--- config.mk ---
export PLATFORM = sky130hd
export DESIGN_NAME = uart_tx_arbiter
export DESIGN_NICKNAME = d
export VERILOG_FILES = /design/src/rtl/uart_tx_arbiter.sv
export SDC_FILE = /design/constraint.sdc
export NUM_CORES = 1
export LEC_CHECK = 0
export ABC_AREA = 1
export ABC_CLOCK_PERIOD_IN_PS = 1910
export BUFFER_PORTS_ARGS = -buffer_cell sky130_fd_sc_hd__buf_4
export CORE_UTILIZATION = 30
export DETAILED_ROUTE_END_ITERATION = 8
export GPL_TIMING_DRIVEN = 0
export PLACE_DENSITY = 0.57
export SYNTH_ARGS = -nofsm -noshare
export SYNTH_HDL_FRONTEND = slang
export SYNTH_SLANG_ARGS = --single-unit
--- constraint.sdc ---
create_clock -name clk_i -period 1.91 [get_ports clk_i]
set_input_delay 0.0955 -clock clk_i [delete_from_list [all_inputs] [get_ports clk_i]]
set_output_delay 0.0955 -clock clk_i [all_outputs]
set_load 0.005 [all_outputs]
--- src/rtl/uart_tx_arbiter.sv ---
// Line-locking arbiter: several byte-stream requesters share one UART transmitter.
// A requester holds the transmitter until it sends EolChar or stays silent for TimeoutCycles.
module uart_tx_arbiter #(
    parameter int         NumReq        = 4,
    parameter int         TimeoutCycles = 1024,
    parameter logic [7:0] EolChar       = 8'h0A
) (
    input  logic                      clk_i,
    input  logic                      rst_ni,
    input  logic [NumReq-1:0]         req_valid_i,
    input  logic [NumReq*8-1:0]       req_data_i,
    output logic [NumReq-1:0]         req_ready_o,
    output logic                      uart_valid_o,
    output logic [7:0]                uart_data_o,
    input  logic                      uart_ready_i,
    output logic [$clog2(NumReq)-1:0] owner_o,
    output logic                      locked_o
);

    localparam int OwnW = $clog2(NumReq);

    // Handshakes: a byte moves on any stream when valid && ready in the same cycle;
    // the requester keeps its byte stable while valid is high and unacknowledged.
    typedef enum logic {
        IDLE   = 1'b0,
        LOCKED = 1'b1
    } state_e;

    state_e            state_q, state_d;
    logic [OwnW-1:0]   owner_q, owner_d;
    logic [OwnW-1:0]   rr_q, rr_d;
    logic [31:0]       idle_q, idle_d;

    logic [OwnW:0]     scan_sum;
    logic [OwnW-1:0]   scan_idx;
    logic [OwnW-1:0]   pick_idx;
    logic              pick_found;
    logic              owner_valid;
    logic [7:0]        owner_data;
    logic              owner_hs;
    logic              eol_hit;
    logic              timeout_hit;
    logic [OwnW-1:0]   owner_next;

    // Round-robin scan: first valid requester at or above rr_q, wrapping.
    always_comb begin
        pick_found = 1'b0;
        pick_idx   = '0;
        scan_sum   = '0;
        scan_idx   = '0;
        for (int k = 0; k < NumReq; k++) begin
            scan_sum = {1'b0, rr_q} + (OwnW+1)'(k);
            if (scan_sum >= (OwnW+1)'(NumReq)) begin
                scan_sum = scan_sum - (OwnW+1)'(NumReq);
            end
            scan_idx = scan_sum[OwnW-1:0];
            if (!pick_found && req_valid_i[scan_idx]) begin
                pick_found = 1'b1;
                pick_idx   = scan_idx;
            end
        end
    end

    assign owner_valid = req_valid_i[owner_q];
    assign owner_data  = req_data_i[{owner_q, 3'b000} +: 8];
    assign owner_hs    = (state_q == LOCKED) && owner_valid && uart_ready_i;
    assign eol_hit     = owner_hs && (owner_data == EolChar);
    // Timeout only counts silent cycles, so it can never coincide with an EOL handshake.
    assign timeout_hit = (state_q == LOCKED) && !owner_valid
                         && (idle_q == 32'(TimeoutCycles - 1));
    assign owner_next  = (owner_q == OwnW'(NumReq - 1)) ? '0 : owner_q + 1'b1;

    always_ff @(posedge clk_i or negedge rst_ni) begin
        if (!rst_ni) begin
            state_q <= IDLE;
            owner_q <= '0;
            rr_q    <= '0;
            idle_q  <= '0;
        end else begin
            state_q <= state_d;
            owner_q <= owner_d;
            rr_q    <= rr_d;
            idle_q  <= idle_d;
        end
    end

    always_comb begin
        state_d = state_q;
        owner_d = owner_q;
        rr_d    = rr_q;
        idle_d  = idle_q;
        case (state_q)
            IDLE: begin
                if (pick_found) begin
                    state_d = LOCKED;
                    owner_d = pick_idx;
                    idle_d  = '0;
                end
            end
            LOCKED: begin
                if (eol_hit || timeout_hit) begin
                    state_d = IDLE;
                    rr_d    = owner_next;
                    idle_d  = '0;
                end else if (owner_hs) begin
                    idle_d = '0;
                end else if (!owner_valid) begin
                    idle_d = idle_q + 32'd1;
                end
            end
            default: state_d = IDLE;
        endcase
    end

    always_comb begin
        uart_valid_o = 1'b0;
        uart_data_o  = 8'h00;
        req_ready_o  = '0;
        if (state_q == LOCKED) begin
            uart_valid_o         = owner_valid;
            uart_data_o          = owner_valid ? owner_data : 8'h00;
            req_ready_o[owner_q] = uart_ready_i;
        end
    end

    assign owner_o  = owner_q;
    assign locked_o = (state_q == LOCKED);

endmodule

==> out/results.tsv, run 1 <==
metric	value	unit
Gate power share	0.548	
Hold Violations, Final	0	
grt ovf	0	
Filler Cell Count	1179	
routed wire length	11100	um
min-delay worst type	input port to asynchronous set/reset pin	
total power after layout	0.00459	W
Core Region	0.0110	mm^2
Peak Freq	553	MHz
status	complete, no violations	
PD cells	1050	mW/mm^2
Tcrit/Tclk final	0.948	
clk sink count	37	
Synth cell types	33	
warnings from Yosys	0	
Sw Pwr	0.00205	W
RSZ-0062 raised after global routing	true	
Final Skew	0.00522	ns
largest net degree at the start of global routing	38	
Req. time, crit path	1.81	ns
VDD IR max	680	uV
maximum clock insertion buffer count	2	
WL/cell	14.4	um
leading cell type in the layout, fill and taps excluded	nand2_1	
die width	109	um
Port Buffer Count	54	
Die Ht	109	um
GRT Overall Usage	0.200	
Worst path max stage delay	0.44	ns
CTS Buf Count	5	
routability cong.	0.917	
Pre-Repair DR Iteration Count	5	
multi-input logic area	0.00222	mm^2
Vias/cell	5.04	
Worst Setup End Kind	output port	
routed vias	3888	
area grow syn2layout	27.6	%
share of total power in sequential cells	0.213	
row count	38	
die area	0.0119	mm^2
Worst path slowest cell	dfrtp_2	
final setup fails	0	
Arr. time, crit path	1.71	ns
average size of a mapped cell	6.11	um^2
Slew headroom	0.632	
DRC viols	0	
post-synth net total	606	
final slew viol count	0	
clk root buf	clkbuf_16	
Reg2Reg Setup Slack	0.10	ns
Clock Power Share	0.238	
sequential fraction of the synthesis area	0.269	
Mapped Area	0.00344	mm^2
antenna cell count	0	
#FFs+latches synth	37	
crit-path max FO	9	
IO Count	55	
DPL Wire Length	8590	um
Syn Inst Count	562	
cell-internal power	0.00255	W
vias in the first global route	3815	
initial DRC count	238	
Pleak	2.07	nW
Worst-path clk slew	0.06	ns
startpoint types	register	
storage element area	930	um^2
Max-Cap Viols	0	
critical path class	register to output port	
CTS tree	yes	
Starting Density	0.313	
min cycle time layout	1.81	ns
initial antenna violation count	0	
Final ANT Viol Nets	0	
# H-tree levels	2	
crit-path cells	buf_4 > inv_2 > nand2_1 > nand3_1 > nand2_4 > nor2_4 > inv_2 > a21oi_1 > buf_4	
first-pass GRT wire length	18600	um
share of cells above drive strength 1	0.236	
worst-skew pair later-pin latency	0.28	ns
setup TNS	0	ns
sw frac	0.446	
worst slew pin tran	0.552	ns
final net count	675	
most frequent cells in the layout	193 x nand2_1, 67 x nor2_1, 65 x buf_4	
logic make-up after synthesis:
kind of cell	after synthesis	share of synthesized area
buffers and inverters	83	0.113
flip-flops	37	0.269
AND/OR/NAND/NOR	388	0.500
adder cells (fa/ha/maj)	5	0.0182
XOR/XNOR	4	0.0102
AO/OA/AOI/OAI	45	0.0889
per-layer routing:
layer,track usage,up-vias,wire [um]
li1,-,1949,-
met1,0.268,1837,5300
met2,0.331,87,5110
met3,0.0263,15,536
met4,0.0608,0,199
met5,0,-,0
state kept, by name, indices dropped and copies added, names as in the netlist:
name	cells
rr_q	2
owner_o	2
idle_q	32
locked_o	1
final cells by class:
class,instances,share of cell area
sequential,37,0.212
clock buffer,5,0.0285
clock inverter,3,0.0148
inverter,68,0.0599
timing repair buffer,63,0.108
multi-input combinational,442,0.506
buffer,14,0.0303
tap,140,0.0400
timing repair:
action                                  4_1_cts  5_1_grt
pin swaps                                     0        5
hold buffers                                  1        0
gates cloned                                  0        0
endpoints found under the setup margin       43       43
resized for setup                            13       27
hold endpoints to repair                     37        0
setup buffers                                 0        8
through the flow:
stage                     utilization  instances  area [um^2]  hold slack [ns]  setup slack [ns]
after floorplan                     -        562         3440           -0.200             0.267
after global placement          0.366        756         4020            0.108            -0.194
after detailed placement        0.366        756         4020            0.104            -0.209
after CTS                       0.387        764         4250            0.352            0.0111
after global routing            0.399        772         4380            0.384          -0.00939
final                           0.399        772         4380            0.331             0.100
final timing paths:
path	start	to	cells after the start
min in group clk_i	req_valid_i[0]	idle_q[1]$_DFFE_PN0P_	6
max in group asynchronous	rst_ni	idle_q[0]$_DFFE_PN0P_	2
setup reg to reg	owner_o[0]$_DFFE_PN0P_	idle_q[24]$_DFFE_PN0P_	10
hold reg to reg	idle_q[1]$_DFFE_PN0P_	idle_q[1]$_DFFE_PN0P_	2
hold / removal	rst_ni	idle_q[30]$_DFFE_PN0P_	2
setup / recovery	owner_o[0]$_DFFE_PN0P_	uart_data_o[3]	9
synthesized netlist by cell type:
cell      instances  area, um^2
a21oi_1           4        20.0
a31oi_1           1        6.26
buf_1             1        3.75
buf_12            2        40.0
buf_2             4        20.0
buf_4             1        7.51
buf_6             1        11.3
buf_8             2        30.0
clkbuf_1          4        15.0
dfrtp_1          37         926
ha_1              5        62.6
inv_1            63         236
inv_2             3        11.3
inv_4             2        12.5
nand2_1         196         736
nand2_2          12        75.1
nand2_4           1        11.3
nand2_8           1        20.0
nand3_1          55         275
nand3_2           1        10.0
nand4_1          28         175
nand4_4           1        21.3
nor2_1           75         282
nor2_2            2        12.5
nor2_4            1        11.3
nor2_8            1        20.0
nor3_1           14        70.1
o211ai_1          2        15.0
o21a_1            1        7.51
o21ai_0          15        75.1
o21ai_1           3        15.0
o21ai_2          19         166
xor2_1            4        35.0
critical path, delay by kind of cell, from the launching register on:
family          cells  cell delay (ns)
compound gates      1             0.14
buf+inv             4             0.47
flops               1             0.44
simple gates        4             0.39
power groups by stage:
stage                     Combinational [W]  Clock, W  Sequential, W
final                               0.00252   0.00110       0.000981
after detailed placement            0.00240         0       0.000966
after CTS                           0.00244   0.00110       0.000969
after global routing                0.00277   0.00114       0.000993
after floorplan                     0.00158         0       0.000941
after global placement              0.00239         0       0.000962
No activity file was read; power rests on OpenSTA's default activity.
==> inputs of run 2 (changes only) <==
CORE_UTILIZATION = 55   (was 30)
GPL_TIMING_DRIVEN = not set   (was 0)
PLACE_DENSITY = 0.87   (was 0.57)
==> out/results.tsv, run 2 (synthesized netlist as in run 1, its figures left out) <==
metric	value	unit
status	complete, no violations	
routed vias	3902	
critical path class	register to register	
CTS tree	yes	
grt ovf	0	
# H-tree levels	2	
Post-CTS Setup Inserts	0	
sw frac	0.489	
VDD IR max	950	uV
largest net degree at the start of global routing	38	
initial antenna violation count	0	
vias in the first global route	3567	
clk root buf	clkbuf_8	
CP most frequent cell	nand2_2	
Largest delay share family, worst path	simple AND/OR/NAND/NOR gates	
Core Region	0.00596	mm^2
RSZ-0062 raised after global routing	false	
Gate power share	0.604	
routability cong.	0.993	
Req. time, crit path	2.14	ns
antenna cell count	0	
share of cells above drive strength 1	0.200	
Die Ht	81.0	um
Tcrit/Tclk final	0.938	
worst path bufs/invs	2	
Pleak	1.98	nW
Hold WS	0.302	ns
Final ANT Viol Nets	0	
Arr. time, crit path	2.02	ns
pre-CTS WS	0.0642	ns
Worst path max stage delay	0.49	ns
DRC viols	0	
clk sink count	37	
worst-skew pair later-pin latency	0.30	ns
min-delay worst type	input port to asynchronous set/reset pin	
Worst-path clk slew	0.08	ns
DPL Wire Length	7940	um
Slew headroom	0.669	
final critical-path setup slack	0.118	ns
Reg with most FFs	idle_q	
Starting Density	0.577	
final slew viol count	0	
cell-internal power	0.00196	W
Most Crowded Layer GR	met2	
crit-path cells	inv_4 > nand2_2 > nand3_1 > nand2_2 > nor2_8 > nand4_4 > nand2_8 > buf_12 > nand2_1 > o21ai_2	
most frequent cells in the layout	196 x nand2_1, 73 x nor2_1, 67 x buf_4	
GRT Overall Usage	0.328	
worst slew pin tran	0.496	ns
Peak Freq	558	MHz
setup TNS	0	ns
Vias/cell	5.57	
IO Count	55	
Max-Cap Viols	0	
met1 Usage GRT	0.415	
leading cell type in the layout, fill and taps excluded	nand2_1	
share of total power in sequential cells	0.251	
Clock Power Share	0.145	
WL/cell	14.5	um
row count	28	
min cycle time layout	1.79	ns
Port Buffer Count	54	
die width	81.0	um
met3 usage	0.0573	
Pre-Repair DR Iteration Count	7	
die area	0.00657	mm^2
CTS Buf Count	5	
startpoint types	register	
PD cells	948	mW/mm^2
crit-path max FO	22	
max FFs per register	32	
maximum clock insertion buffer count	2	
Worst Setup End Kind	register	
Hold Violations, Final	0	
Final Skew	0.00616	ns
fin area	0.00405	mm^2
Worst path slowest cell	dfrtp_2	
area grow syn2layout	18.0	%
routed wire length	10100	um
first-pass GRT wire length	16400	um
initial DRC count	458	
Sw Pwr	0.00188	W
placed cell areas	0.00395	mm^2
final net count	668	
met2 global-route usage	0.542	
final setup fails	0	
==> run 2: changes by cell type in the layout (fill, tap and decap cells not counted), sizes merged <==
cell / delta
bufinv: -2
clkbuf: -2
buf: -4
clkinv: +1
==> run 2: final cells by class <==
| cell class | count | area (um^2) |
|---|---|---|
| inverter | 68 | 260 |
| tap | 75 | 93.8 |
| clock inverter | 2 | 10.0 |
| clock buffer | 6 | 72.6 |
| multi-input combinational | 442 | 2130 |
| fill | 551 | 1900 |
| timing repair buffer | 70 | 553 |
| sequential | 37 | 928 |
==> run 2: repair_timing <==
| item | in CTS | in global routing |
|---|---|---|
| endpoints found under the setup margin | 0 | 33 |
| hold buffers | 1 | 0 |
| hold endpoints to repair | 37 | 0 |
| resized for setup | 0 | 7 |
==> run 2: metrics by stage <==
stage	instances	util	total power, W
global route	700	0.680	0.00412
finish	700	0.680	0.00384
floorplan	562	-	0.00252
global placement	691	0.662	0.00318
detailed placement	691	0.662	0.00324
CTS	700	0.678	0.00380
==> run 2: per-layer routing <==
metal	vias to the layer above	wire, um
met5	-	0
met4	0	370
met3	30	851
met2	197	4650
met1	1751	4280
li1	1924	-
==> run 2: path summary, 6_finish.rpt <==
check,slack (ns),endpoint,cells past startpoint,start
worst max-delay path,0.12,idle_q[27]$_DFFE_PN0P_,10,rr_q[0]$_DFFE_PN0P_
worst min-delay path,0.30,idle_q[28]$_DFFE_PN0P_,2,rst_ni
worst max register to register,0.12,idle_q[27]$_DFFE_PN0P_,10,rr_q[0]$_DFFE_PN0P_
worst min register to register,0.53,idle_q[1]$_DFFE_PN0P_,2,idle_q[1]$_DFFE_PN0P_
max in group asynchronous,1.23,rr_q[0]$_DFFE_PN0P_,2,rst_ni
min in group clk_i,0.34,idle_q[1]$_DFFE_PN0P_,6,req_valid_i[0]
==> run 2: power by group through the flow <==
| stage | sequential (W) | combinational [W] | clock (W) |
|---|---|---|---|
| floorplan | 0.000941 | 0.00158 | 0 |
| global placement | 0.000968 | 0.00221 | 0 |
| detailed placement | 0.000973 | 0.00227 | 0 |
| CTS | 0.000959 | 0.00228 | 0.000561 |
| global route | 0.000978 | 0.00254 | 0.000601 |
| finish | 0.000965 | 0.00232 | 0.000555 |
